## config.mk

```make
export PLATFORM = sky130hd
export DESIGN_NAME = edge_event_detector
export DESIGN_NICKNAME = d
export VERILOG_FILES = /design/src/rtl/edge_channel.sv /design/src/rtl/edge_event_detector.sv
export SDC_FILE = /design/constraint.sdc
export NUM_CORES = 1
export LEC_CHECK = 0
export CAP_MARGIN = 20
export CELL_PAD_IN_SITES_DETAIL_PLACEMENT = 1
export CELL_PAD_IN_SITES_GLOBAL_PLACEMENT = 2
export CORE_MARGIN = 3
export CORE_UTILIZATION = 33
export DETAILED_ROUTE_END_ITERATION = 7
export PLACE_DENSITY_LB_ADDON = 0.1
export SLEW_MARGIN = 20
export SYNTH_ARGS = -nofsm -noshare
export SYNTH_HDL_FRONTEND = slang
export SYNTH_SLANG_ARGS = --single-unit
```

## constraint.sdc

```tcl
create_clock -name clk -period 3.3 [get_ports clk]
set_input_delay 0.33 -clock clk [delete_from_list [all_inputs] [get_ports clk]]
set_output_delay 0.33 -clock clk [all_outputs]
set_load 0.01 [all_outputs]
```

## src/rtl/edge_channel.sv

```systemverilog
// One channel of the edge event detector: input synchronizer, edge
// history, pulse stretcher and sticky pending flag.
//
// Ports:
//   clk, rst    - clock and asynchronous active-high reset
//   signal_in   - asynchronous level input
//   rise_en     - enable for rising-edge events
//   fall_en     - enable for falling-edge events
//   pend_clr    - clears the pending flag (a new event wins over it)
//   edge_pulse  - registered pulse, PULSE_LEN cycles per event
//   pending     - sticky flag, set when the pulse starts
module edge_channel #(
    parameter int SYNC_STAGES = 2,
    parameter int PULSE_LEN   = 1
) (
    input  logic clk,
    input  logic rst,
    input  logic signal_in,
    input  logic rise_en,
    input  logic fall_en,
    input  logic pend_clr,
    output logic edge_pulse,
    output logic pending
);

    localparam logic [7:0] RELOAD = 8'(PULSE_LEN - 1);

    logic [SYNC_STAGES-1:0] sync_q;
    logic                   s;
    logic                   h;
    logic                   rise;
    logic                   fall;
    logic                   ev;
    logic                   ev_q;
    logic [7:0]             cnt;

    // Synchronizer chain; bit 0 samples the asynchronous input.
    always_ff @(posedge clk or posedge rst) begin
        if (rst) begin
            sync_q <= '0;
        end else begin
            sync_q <= {sync_q[SYNC_STAGES-2:0], signal_in};
        end
    end

    assign s = sync_q[SYNC_STAGES-1];

    always_ff @(posedge clk or posedge rst) begin
        if (rst) begin
            h <= 1'b0;
        end else begin
            h <= s;
        end
    end

    // Enables are applied only when the event is evaluated, so changing
    // them never touches a pulse that has already started.
    assign rise = s & ~h & rise_en;
    assign fall = ~s & h & fall_en;
    assign ev   = rise | fall;

    // The event is registered once before it reaches the stretcher, which
    // gives SYNC_STAGES+1 cycles from a settled input to the pulse edge.
    always_ff @(posedge clk or posedge rst) begin
        if (rst) begin
            ev_q <= 1'b0;
        end else begin
            ev_q <= ev;
        end
    end

    // Stretcher: a reload while the pulse is high extends it seamlessly.
    always_ff @(posedge clk or posedge rst) begin
        if (rst) begin
            cnt        <= 8'd0;
            edge_pulse <= 1'b0;
        end else if (ev_q) begin
            cnt        <= RELOAD;
            edge_pulse <= 1'b1;
        end else if (edge_pulse) begin
            if (cnt == 8'd0) begin
                edge_pulse <= 1'b0;
            end else begin
                cnt <= cnt - 8'd1;
            end
        end
    end

    // Set has priority over clear.
    always_ff @(posedge clk or posedge rst) begin
        if (rst) begin
            pending <= 1'b0;
        end else if (ev_q) begin
            pending <= 1'b1;
        end else if (pend_clr) begin
            pending <= 1'b0;
        end
    end

endmodule

```

## src/rtl/edge_event_detector.sv

```systemverilog
// Multi-channel edge event detector: per-channel edge_channel instances,
// an OR of the pending flags and a lowest-index-first priority encoder.
//
// Ports:
//   clk, rst     - clock and asynchronous active-high reset
//   signal_in    - WIDTH asynchronous level inputs
//   rise_en      - per-channel rising-edge enable
//   fall_en      - per-channel falling-edge enable
//   pend_clr     - per-channel pending clear
//   edge_pulse   - per-channel stretched edge pulse
//   pending      - per-channel sticky event flags
//   any_pending  - OR of pending
//   first_idx    - lowest set pending index, 0 when none
module edge_event_detector #(
    parameter int WIDTH       = 8,
    parameter int SYNC_STAGES = 2,
    parameter int PULSE_LEN   = 1,
    localparam int IDX_W      = (WIDTH > 1) ? $clog2(WIDTH) : 1
) (
    input  logic             clk,
    input  logic             rst,
    input  logic [WIDTH-1:0] signal_in,
    input  logic [WIDTH-1:0] rise_en,
    input  logic [WIDTH-1:0] fall_en,
    input  logic [WIDTH-1:0] pend_clr,
    output logic [WIDTH-1:0] edge_pulse,
    output logic [WIDTH-1:0] pending,
    output logic             any_pending,
    output logic [IDX_W-1:0] first_idx
);

    for (genvar i = 0; i < WIDTH; i++) begin : g_ch
        edge_channel #(
            .SYNC_STAGES (SYNC_STAGES),
            .PULSE_LEN   (PULSE_LEN)
        ) u_ch (
            .clk        (clk),
            .rst        (rst),
            .signal_in  (signal_in[i]),
            .rise_en    (rise_en[i]),
            .fall_en    (fall_en[i]),
            .pend_clr   (pend_clr[i]),
            .edge_pulse (edge_pulse[i]),
            .pending    (pending[i])
        );
    end

    assign any_pending = |pending;

    // Scan from the top down so the lowest set index is written last.
    always_comb begin
        first_idx = '0;
        for (int i = WIDTH - 1; i >= 0; i--) begin
            if (pending[i]) begin
                first_idx = IDX_W'(i);
            end
        end
    end

endmodule

```

# --- Word level (Yosys, flattened, before mapping) ---
# Cells that the tools add are included.
op_classes:
  reduce_logical: 33
  shifts: 0
  bitwise: 56
  n_lt_le_gt_ge: 0
  n_mul: 0
  addsub: 8
  div: 0
  n_eq_ne: 8
  mux: 72
op_table:
  columns: ["op", "n"]
  rows:
  - ["$mux 8", 24]
  - ["$logic_not 8->1", 8]
  - ["$sub 8x1->8 const B", 8]
  - ["$mux 1", 40]
  - ["$and 1x1->1", 32]
  - ["$reduce_bool 2->1", 16]
  - ["$mux 3", 8]
  - ["$ne 2x1->1 const B", 8]
  - ["$not 1->1", 16]
  - ["$reduce_and 2->1", 8]
  - ["$or 1x1->1", 8]
  - ["$reduce_or 8->1", 1]
totals:
  latch_bits: 0
  wordCells: 225
  out_inout_bits: 20
  in_bits: 34
  mem_bits_rw: 0
  n_memories: 0
  register_bits: 112
  mem_bits_ro: 0

# --- Logic depth before layout (Yosys ltp) ---
# Gate-level depths: netlist (run 1).
logic_depth:
  ltp_word: 8
  depth_mapped: 6

# --- Modules after synthesis ---
# Synthesis (run 1) repeated with hierarchy kept, for this count alone.
unflattened:
  hier_cells: 517
  area_unflattened_um2: 5426.5
by_module_without_submodules:
  columns: ["mod", "cells_each", "n_inst", "area_per_inst_um2"]
  rows:
  - ["edge_channel", 63, 8, 668.1]
  - ["edge_event_detector", 13, 1, 81.3]

# --- Worst setup path after synthesis (run 1) ---
# No wires, ideal clock.
synth_path:
  kind: "register to register"
  from: "register g_ch[7].u_ch.cnt[3]"
  to: "register g_ch[7].u_ch.edge_pulse"
  path_stages_with_launch: 4
  path_buffers: 0
  period_less_slack_ns: 1.676
  arrival_ns: 1.548
  path_slack_ns: 1.624
  setup_time_ns: 0.127
  cell_sequence: "dfrtp_1 -> or4_4 -> o31a_1 -> or2_2"
synth_between:
  elab_chain_cells: 4
synth_lines:
  columns: ["element", "line", "rtl"]
  rows:
  - ["start: declaration", "edge_channel.sv:35", "logic [7:0] cnt;"]
  - ["start signal: assignment", "edge_channel.sv:84", "cnt <= cnt - 8'd1;"]
  - ["$logic_not 8->1", "edge_channel.sv:81", "if (cnt == 8'd0) begin"]
  - ["$mux 1", "edge_channel.sv:81", null]
  - ["$mux 1", "edge_channel.sv:80", "end else if (edge_pulse) begin"]
  - ["$mux 1", "edge_channel.sv:77", "end else if (ev_q) begin"]
  - ["end signal: assignment", "edge_channel.sv:76", "edge_pulse <= 1'b0;"]
  - ["end signal: assignment", "edge_channel.sv:79", "edge_pulse <= 1'b1;"]
  - ["end signal: assignment", "edge_channel.sv:82", "edge_pulse <= 1'b0;"]
  - ["end: declaration", "edge_channel.sv:22", "output logic edge_pulse,"]
# No other way between the ends.
# A chain may end at the register's enable or synchronous reset.

# --- Worst setup path in the final report (run 1) ---
layout_path:
  from: "register g_ch[6].u_ch.pending"
  to: "output port first_idx[0]"
layout_between:
  elab_chain_cells: 7
layout_lines:
  columns: ["element", "line", "rtl"]
  rows:
  - ["start: declaration", "edge_channel.sv:23", "output logic pending"]
  - ["start signal: assignment", "edge_channel.sv:92", "pending <= 1'b0;"]
  - ["start signal: assignment", "edge_channel.sv:94", "pending <= 1'b1;"]
  - ["start signal: assignment", "edge_channel.sv:96", "pending <= 1'b0;"]
  - ["$mux 3 (7 in series)", "edge_event_detector.sv:54", "if (pending[i]) begin"]
  - ["end: declaration", "edge_event_detector.sv:29", "output logic [IDX_W-1:0] first_idx"]
# No other way between the ends.

==> impl_metrics.ini, run 1 <==
[outcome]
outcome = finished, final reports clean

[detailed_routing]
drc = 0
ant_nets = 0
wirelength_um = 10780
num_vias = 3624
drt-pass1-iter-count = 4
wl_per_cell_um = 14.83
vias_per_cell = 4.985
drtIter0Drc = 113

[grt]
grt.total_usage_pct = 13.68
grt_max_degree = 61
grt_pass1_vias = 3730
antenna_found_initial = 0
grt_overflow = 0
grt_pass1_wl_um = 18290

[timing]
period_share_pct = 66.52
setup_viol = 0
fin_setup_tns_ps = 0
drv_slew = 0
skew_ps = 5.380
maxSlewHeadroom_pct = 48.33
hold_viol = 0
rsz0062_at_grt = false
worst_pin_slew_ps = 775.0
setup_ws_ps = 1105
finalCriticalPeriod_ps = 2195
clock.fmax_ghz = 0.4555

[pwr]
leakage_uw = 0.002655
power-per-cell-area_mw_per_mm2 = 459.1
vdd_drop_max_mv = 0.2488

[yosys]
syn_area_mm2 = 0.005114
synth_top_family_by_area = simple AND/OR/NAND/NOR gates
synth_xor_area_share_pct = 3.254
ys_warn_count = 0
yosys.area_share.adder_pct = 1.957
ys_seq_elements = 112
synth.distinct_cells = 44
netlist_instances = 492
syn_avg_cell_area_um2 = 10.39
yosys.area_share.simple_pct = 19.55
seq_area_frac_synth_pct = 54.81
syn-num-nets = 534
synth-compound-area-share_pct = 12.21
synthMuxAreaShare_pct = 2.349

[floorplanning]
fp-row-count = 44
dieWidth_um = 130.5
start_util_pct = 34.40
die_area_mm2 = 0.01703
fp.dieH_um = 130.5
core_area_mm2 = 0.01486
io_pins = 54

[job]
max-cap-violations = 0

[critical_path]
crit_slowest_cell = clkdlybuf4s50_1
cp.arrival_ps = 1870
path_max_fanout = 5
crit_path_max_incr_delay_ps = 560
worstPathRequired_ps = 2970
crit_path_frequent_cell = a21oi_1
cp_cell_sequence = nand2b_1 -> a21oi_1 -> o21bai_1 -> a21oi_1 -> clkdlybuf4s50_1
crit_type = reg2out
critPathTopFamily = buffers and inverters
cp-end-kind = output pin
start_kind = flip-flop
cp.buffers_inverters = 1

[clocking]
post_cts_buffers = 0
cts_buffer_depth = 2
ctsHoldBuffers = 0
cts_made_buffers = 9
cts_resized = 0
clk_pin_slew_ps = 80
cts_sinks = 112
clockRootBuffer = clkbuf_16
clk_latency_ps = 360
cts_tree = built
htree_num_levels = 3

[cells_and_area]
insertedDiodeCount = 0
fin_area_mm2 = 0.006088
layout-drive-gt1-share_pct = 8.471
syn2layout_area_growth_pct = 19.06
fin_nets = 580

[placed_design]
dpl.hpwl_um = 7830
portBuffers = 53
dp_slack_ps = 1466
postPlaceCellArea_mm2 = 0.005784
gp_congestion = 0.7678

[min_path]
hold_class = reg2reg
==> report_power, final <==
group	internal (uW)	switching (uW)	leakage [uW]
registers	1410	52.8	0.00148
logic	119	98.0	0.00102
clock network	597	519	0.000150
total	2130	669	0.00265
==> cells by family after synthesis <==
group / Yosys count
xor+xnor: 19
flops: 112
compound gates: 93
fa+ha+maj: 8
mux: 12
buf+inv: 64
simple gates: 184
==> metrics by stage <==
| stage | total power, uW | utilization, % | hold WS (ps) | std cells |
|---|---|---|---|---|
| global placement | 1714 | 38.91 | 333.7 | 711 |
| finish | 2795 | 40.96 | 353.1 | 727 |
| floorplan | 1602 | - | 331.2 | 492 |
| detailed placement | 1716 | 38.91 | 335.5 | 711 |
| CTS | 2868 | 40.96 | 355.1 | 727 |
| global route | 2950 | 40.96 | 361.8 | 727 |
==> cell usage after synthesis, drive strengths merged <==
master	number	area, um2
inv	40	150.1
a21boi	3	22.52
a2111o	1	11.26
nand4bb	2	22.52
nor4	8	71.32
a211o	3	26.28
or3	5	31.28
o31ai	2	15.01
a2111oi	5	68.82
nor3b	2	15.01
nor4bb	2	20.02
or3b	1	8.760
nand3b	9	67.56
xnor2	17	148.9
ha	8	100.1
nor4b	5	56.31
a31oi	5	31.28
clkbuf	8	30.03
dfrtp	112	2803
buf	16	120.1
a21oi	31	155.2
o21bai	3	22.52
nand4	3	18.77
a211oi	21	157.7
nand2b	3	18.77
mux2i	12	120.1
o31a	1	8.760
nor2	72	270.3
a21o	6	45.04
xor2	2	17.52
or2	8	50.05
nor3	19	95.09
nand3	6	30.03
or4b	6	75.07
nor2b	7	43.79
o21ai	12	60.06
or4	1	11.26
nand2	25	93.84
==> metal layers <==
layer	vias to the layer above	track usage [%]	part of all wire, %	routed length [um]
met5	-	0	0	0
li1	1782	-	-	-
met2	47	22.40	48	5209
met3	7	5.000	4.2	455
met1	1788	17.23	46	5001
met4	0	3.509	1.1	115
==> cell usage in the layout, fill, tap and decap left out, types with 17 or more instances in the layout <==
cell / instances
dfrtp_1: 112
nor2_1: 72
clkdlybuf4s50_1: 53
inv_1: 39
a21oi_1: 31
nand2_1: 25
a211oi_1: 21
nor3_1: 19
xnor2_1: 17
==> flip-flops by register name, indices dropped and copies added, names as in the netlist <==
register and count:
g_ch.u_ch.pending 8, g_ch.u_ch.sync_q 16, g_ch.u_ch.cnt 64, g_ch.u_ch.h 8, g_ch.u_ch.ev_q 8, g_ch.u_ch.edge_pulse 8
==> layout make-up <==
class	instances	area, um2
clock buffers	9	225.2
well taps	184	230.2
inverters	40	152.6
repair buffers	59	588.1
multi-input cells	316	2011
flip-flops and latches	112	2803
clock inverters	7	78.83
fillers	1654	8776
==> worst reg2reg max path: cells and delay by family (launching register included) <==
kind,cells,cell delay (ps)
compound gates,1,290
flops,1,420
fa+ha+maj,1,190
buf+inv,1,80
simple gates,2,740
==> final timing paths <==
path | from | end | slack [ps] | cells past startpoint
min in group asynchronous | rst | g_ch[1].u_ch.cnt[2] | 480 | 2
max reg2reg | g_ch[4].u_ch.cnt[0] | g_ch[4].u_ch.edge_pulse | 1470 | 5
min | g_ch[0].u_ch.sync_q[0] | g_ch[0].u_ch.sync_q[1] | 350 | 0
max in group asynchronous | rst | g_ch[2].u_ch.cnt[1] | 2060 | 3
max | g_ch[6].u_ch.pending | first_idx[0] | 1100 | 5
min reg2reg | g_ch[0].u_ch.sync_q[0] | g_ch[0].u_ch.sync_q[1] | 350 | 0
Power figures use the tool's default switching activity.
==> run 2: changes to the inputs <==
- CORE_UTILIZATION: 33 -> 37
- clock period: 3.3 -> 2.1 ns (I/O delays scaled with it)
==> impl_metrics.ini, run 2 (same netlist as run 1, synthesis figures left out) <==
[cells_and_area]
final_cell_mix = dfrtp_1, nor2_1, clkdlybuf4s50_1
regArea_mm2 = 0.002803
multi_input_area_mm2 = 0.002032
largestRegisters = g_ch.u_ch.cnt x64, g_ch.u_ch.sync_q x16
layout-drive-gt1-share_pct = 9.341
largest-register = g_ch.u_ch.cnt
insertedDiodeCount = 0
final_common_cell = dfrtp_1
fillers = 1466
fin_nets = 583
syn2layout_area_growth_pct = 20.36
largest_reg_flops = 64

[clocking]
ctsHoldBuffers = 0
clockRootBuffer = clkbuf_16
clk_pin_slew_ps = 70
cts_buffer_depth = 2
htree_num_levels = 3
cts_made_buffers = 9
post_cts_buffers = 0
clk_latency_ps = 350
cts_tree = built
cts_resized = 1
cts_sinks = 112

[grt]
grt_max_degree = 61
grtUsageMet1_pct = 20.90
grt_overflow = 0
gr-usage-met2_pct = 25.18
grt_pass1_wl_um = 18680
grt_busiest_layer = met2
grt.total_usage_pct = 15.70
antenna_found_initial = 0
grt_pass1_vias = 3781
grtUsageMet3_pct = 4.849

[placed_design]
portBuffers = 53
gp_congestion = 0.7514
dp_slack_ps = 337.5
dpl.hpwl_um = 7671

[timing]
rsz0062_at_grt = false
finalCriticalPeriod_ps = 1994
worst_pin_slew_ps = 533.2
drv_slew = 0
setup_ws_ps = 105.8
period_share_pct = 94.96
clock.fmax_ghz = 0.5015
setup_viol = 0
skew_ps = 6.077
fin_setup_tns_ps = 0
maxSlewHeadroom_pct = 64.13
hold_viol = 0

[critical_path]
timing.rr.start = g_ch[5].u_ch.cnt[2]
critPathTopFamily = buffers and inverters
cp.arrival_ps = 1780
worstReg2RegEnd = g_ch[5].u_ch.cnt[7]
cp.buffers_inverters = 1
worstPathRequired_ps = 1890
crit_slowest_cell = clkdlybuf4s50_1
path_max_fanout = 5
worstSetupEndpoint = first_idx[2]
crit_cells = 3
cp-end-kind = output pin
crit_type = reg2out
crit_path_max_incr_delay_ps = 550
start_kind = flip-flop
cp_cell_sequence = nor4_4 -> nor2b_1 -> clkdlybuf4s50_1
startpoint = g_ch[3].u_ch.pending
reg2reg_slack_ps = 280
r2r_cells = 4

[detailed_routing]
drt-pass1-iter-count = 4
num_vias = 3689
drc = 0
wl_per_cell_um = 14.93
wirelength_um = 10780
ant_nets = 0
vias_per_cell = 5.109
drtIter0Drc = 181

[pwr]
p_int_uw = 3452
p_seq_share_pct = 51.4
swShare_pct = 23.04
p_switching_uw = 1033
vdd_drop_max_mv = 0.4876
leakage_uw = 0.002684
power-per-cell-area_mw_per_mm2 = 728.8
clkPwrFrac_pct = 40.9
combinationalPowerShare_pct = 7.7

[floorplanning]
core_area_mm2 = 0.01340
fp.dieH_um = 123.6
fp-row-count = 42
die_area_mm2 = 0.01527
io_pins = 54
start_util_pct = 38.16
dieWidth_um = 123.6

[job]
max-cap-violations = 0

[min_path]
hold_start = signal_in[1]
hold_class = in2reg

[outcome]
outcome = finished, final reports clean
run 2: changes by cell type in the layout (fill, tap and decap cells not counted), sizes merged:
cell           before  now
dlygate4sd2         0    1
dlymetal6s2s        0    1
inv                42   39
bufinv              1    2
clkdlybuf4s50      53   51
clkinv              4    2
buf                 6    9
clkinvlp            0    4
run 2: worst min-delay path by stage:
stage,to,slack [ps],depth (start not counted)
2_1_floorplan,g_ch[0].u_ch.sync_q[0],240,0
3_3_place_gp,g_ch[5].u_ch.sync_q[1],330,0
3_5_place_dp,g_ch[0].u_ch.sync_q[1],340,0
4_1_cts,g_ch[1].u_ch.sync_q[0],280,1
5_1_grt,g_ch[6].u_ch.sync_q[0],280,1
6_report,g_ch[1].u_ch.sync_q[0],290,1
run 2: metal layers:
metal,vias to the layer above,share of wire (%)
met2,44,49
met1,1858,46
met5,-,0
li1,1780,-
met3,7,3.7
met4,0,0.96
run 2: power by group through the flow:
stage	logic (uW)	clock network, uW	registers, uW
6_report	345	1830	2310
5_1_grt	383	2000	2320
4_1_cts	354	1900	2300
3_5_place_dp	355	0	2350
3_3_place_gp	349	0	2340
2_1_floorplan	225	0	2290
run 2: through the flow:
stage	utilization, %	cells	area [um2]	power [uW]	hold WS, ps
finish	45.93	722	6155	4485	293.2
global placement	43.36	706	5811	2691	333.4
floorplan	-	492	5117	2518	241.4
detailed placement	43.36	706	5811	2701	337.8
CTS	45.75	722	6131	4554	277.2
global route	45.93	722	6155	4701	275.3
run 2: area by class of cell:
type | count | area share (%)
Tap cell | 176 | 3.578
Timing Repair Buffer | 62 | 10.14
Sequential cell | 112 | 45.54
Clock inverter | 7 | 1.565
Clock buffer | 9 | 3.659
Multi-Input combinational cell | 316 | 33.01
Inverter | 40 | 2.501
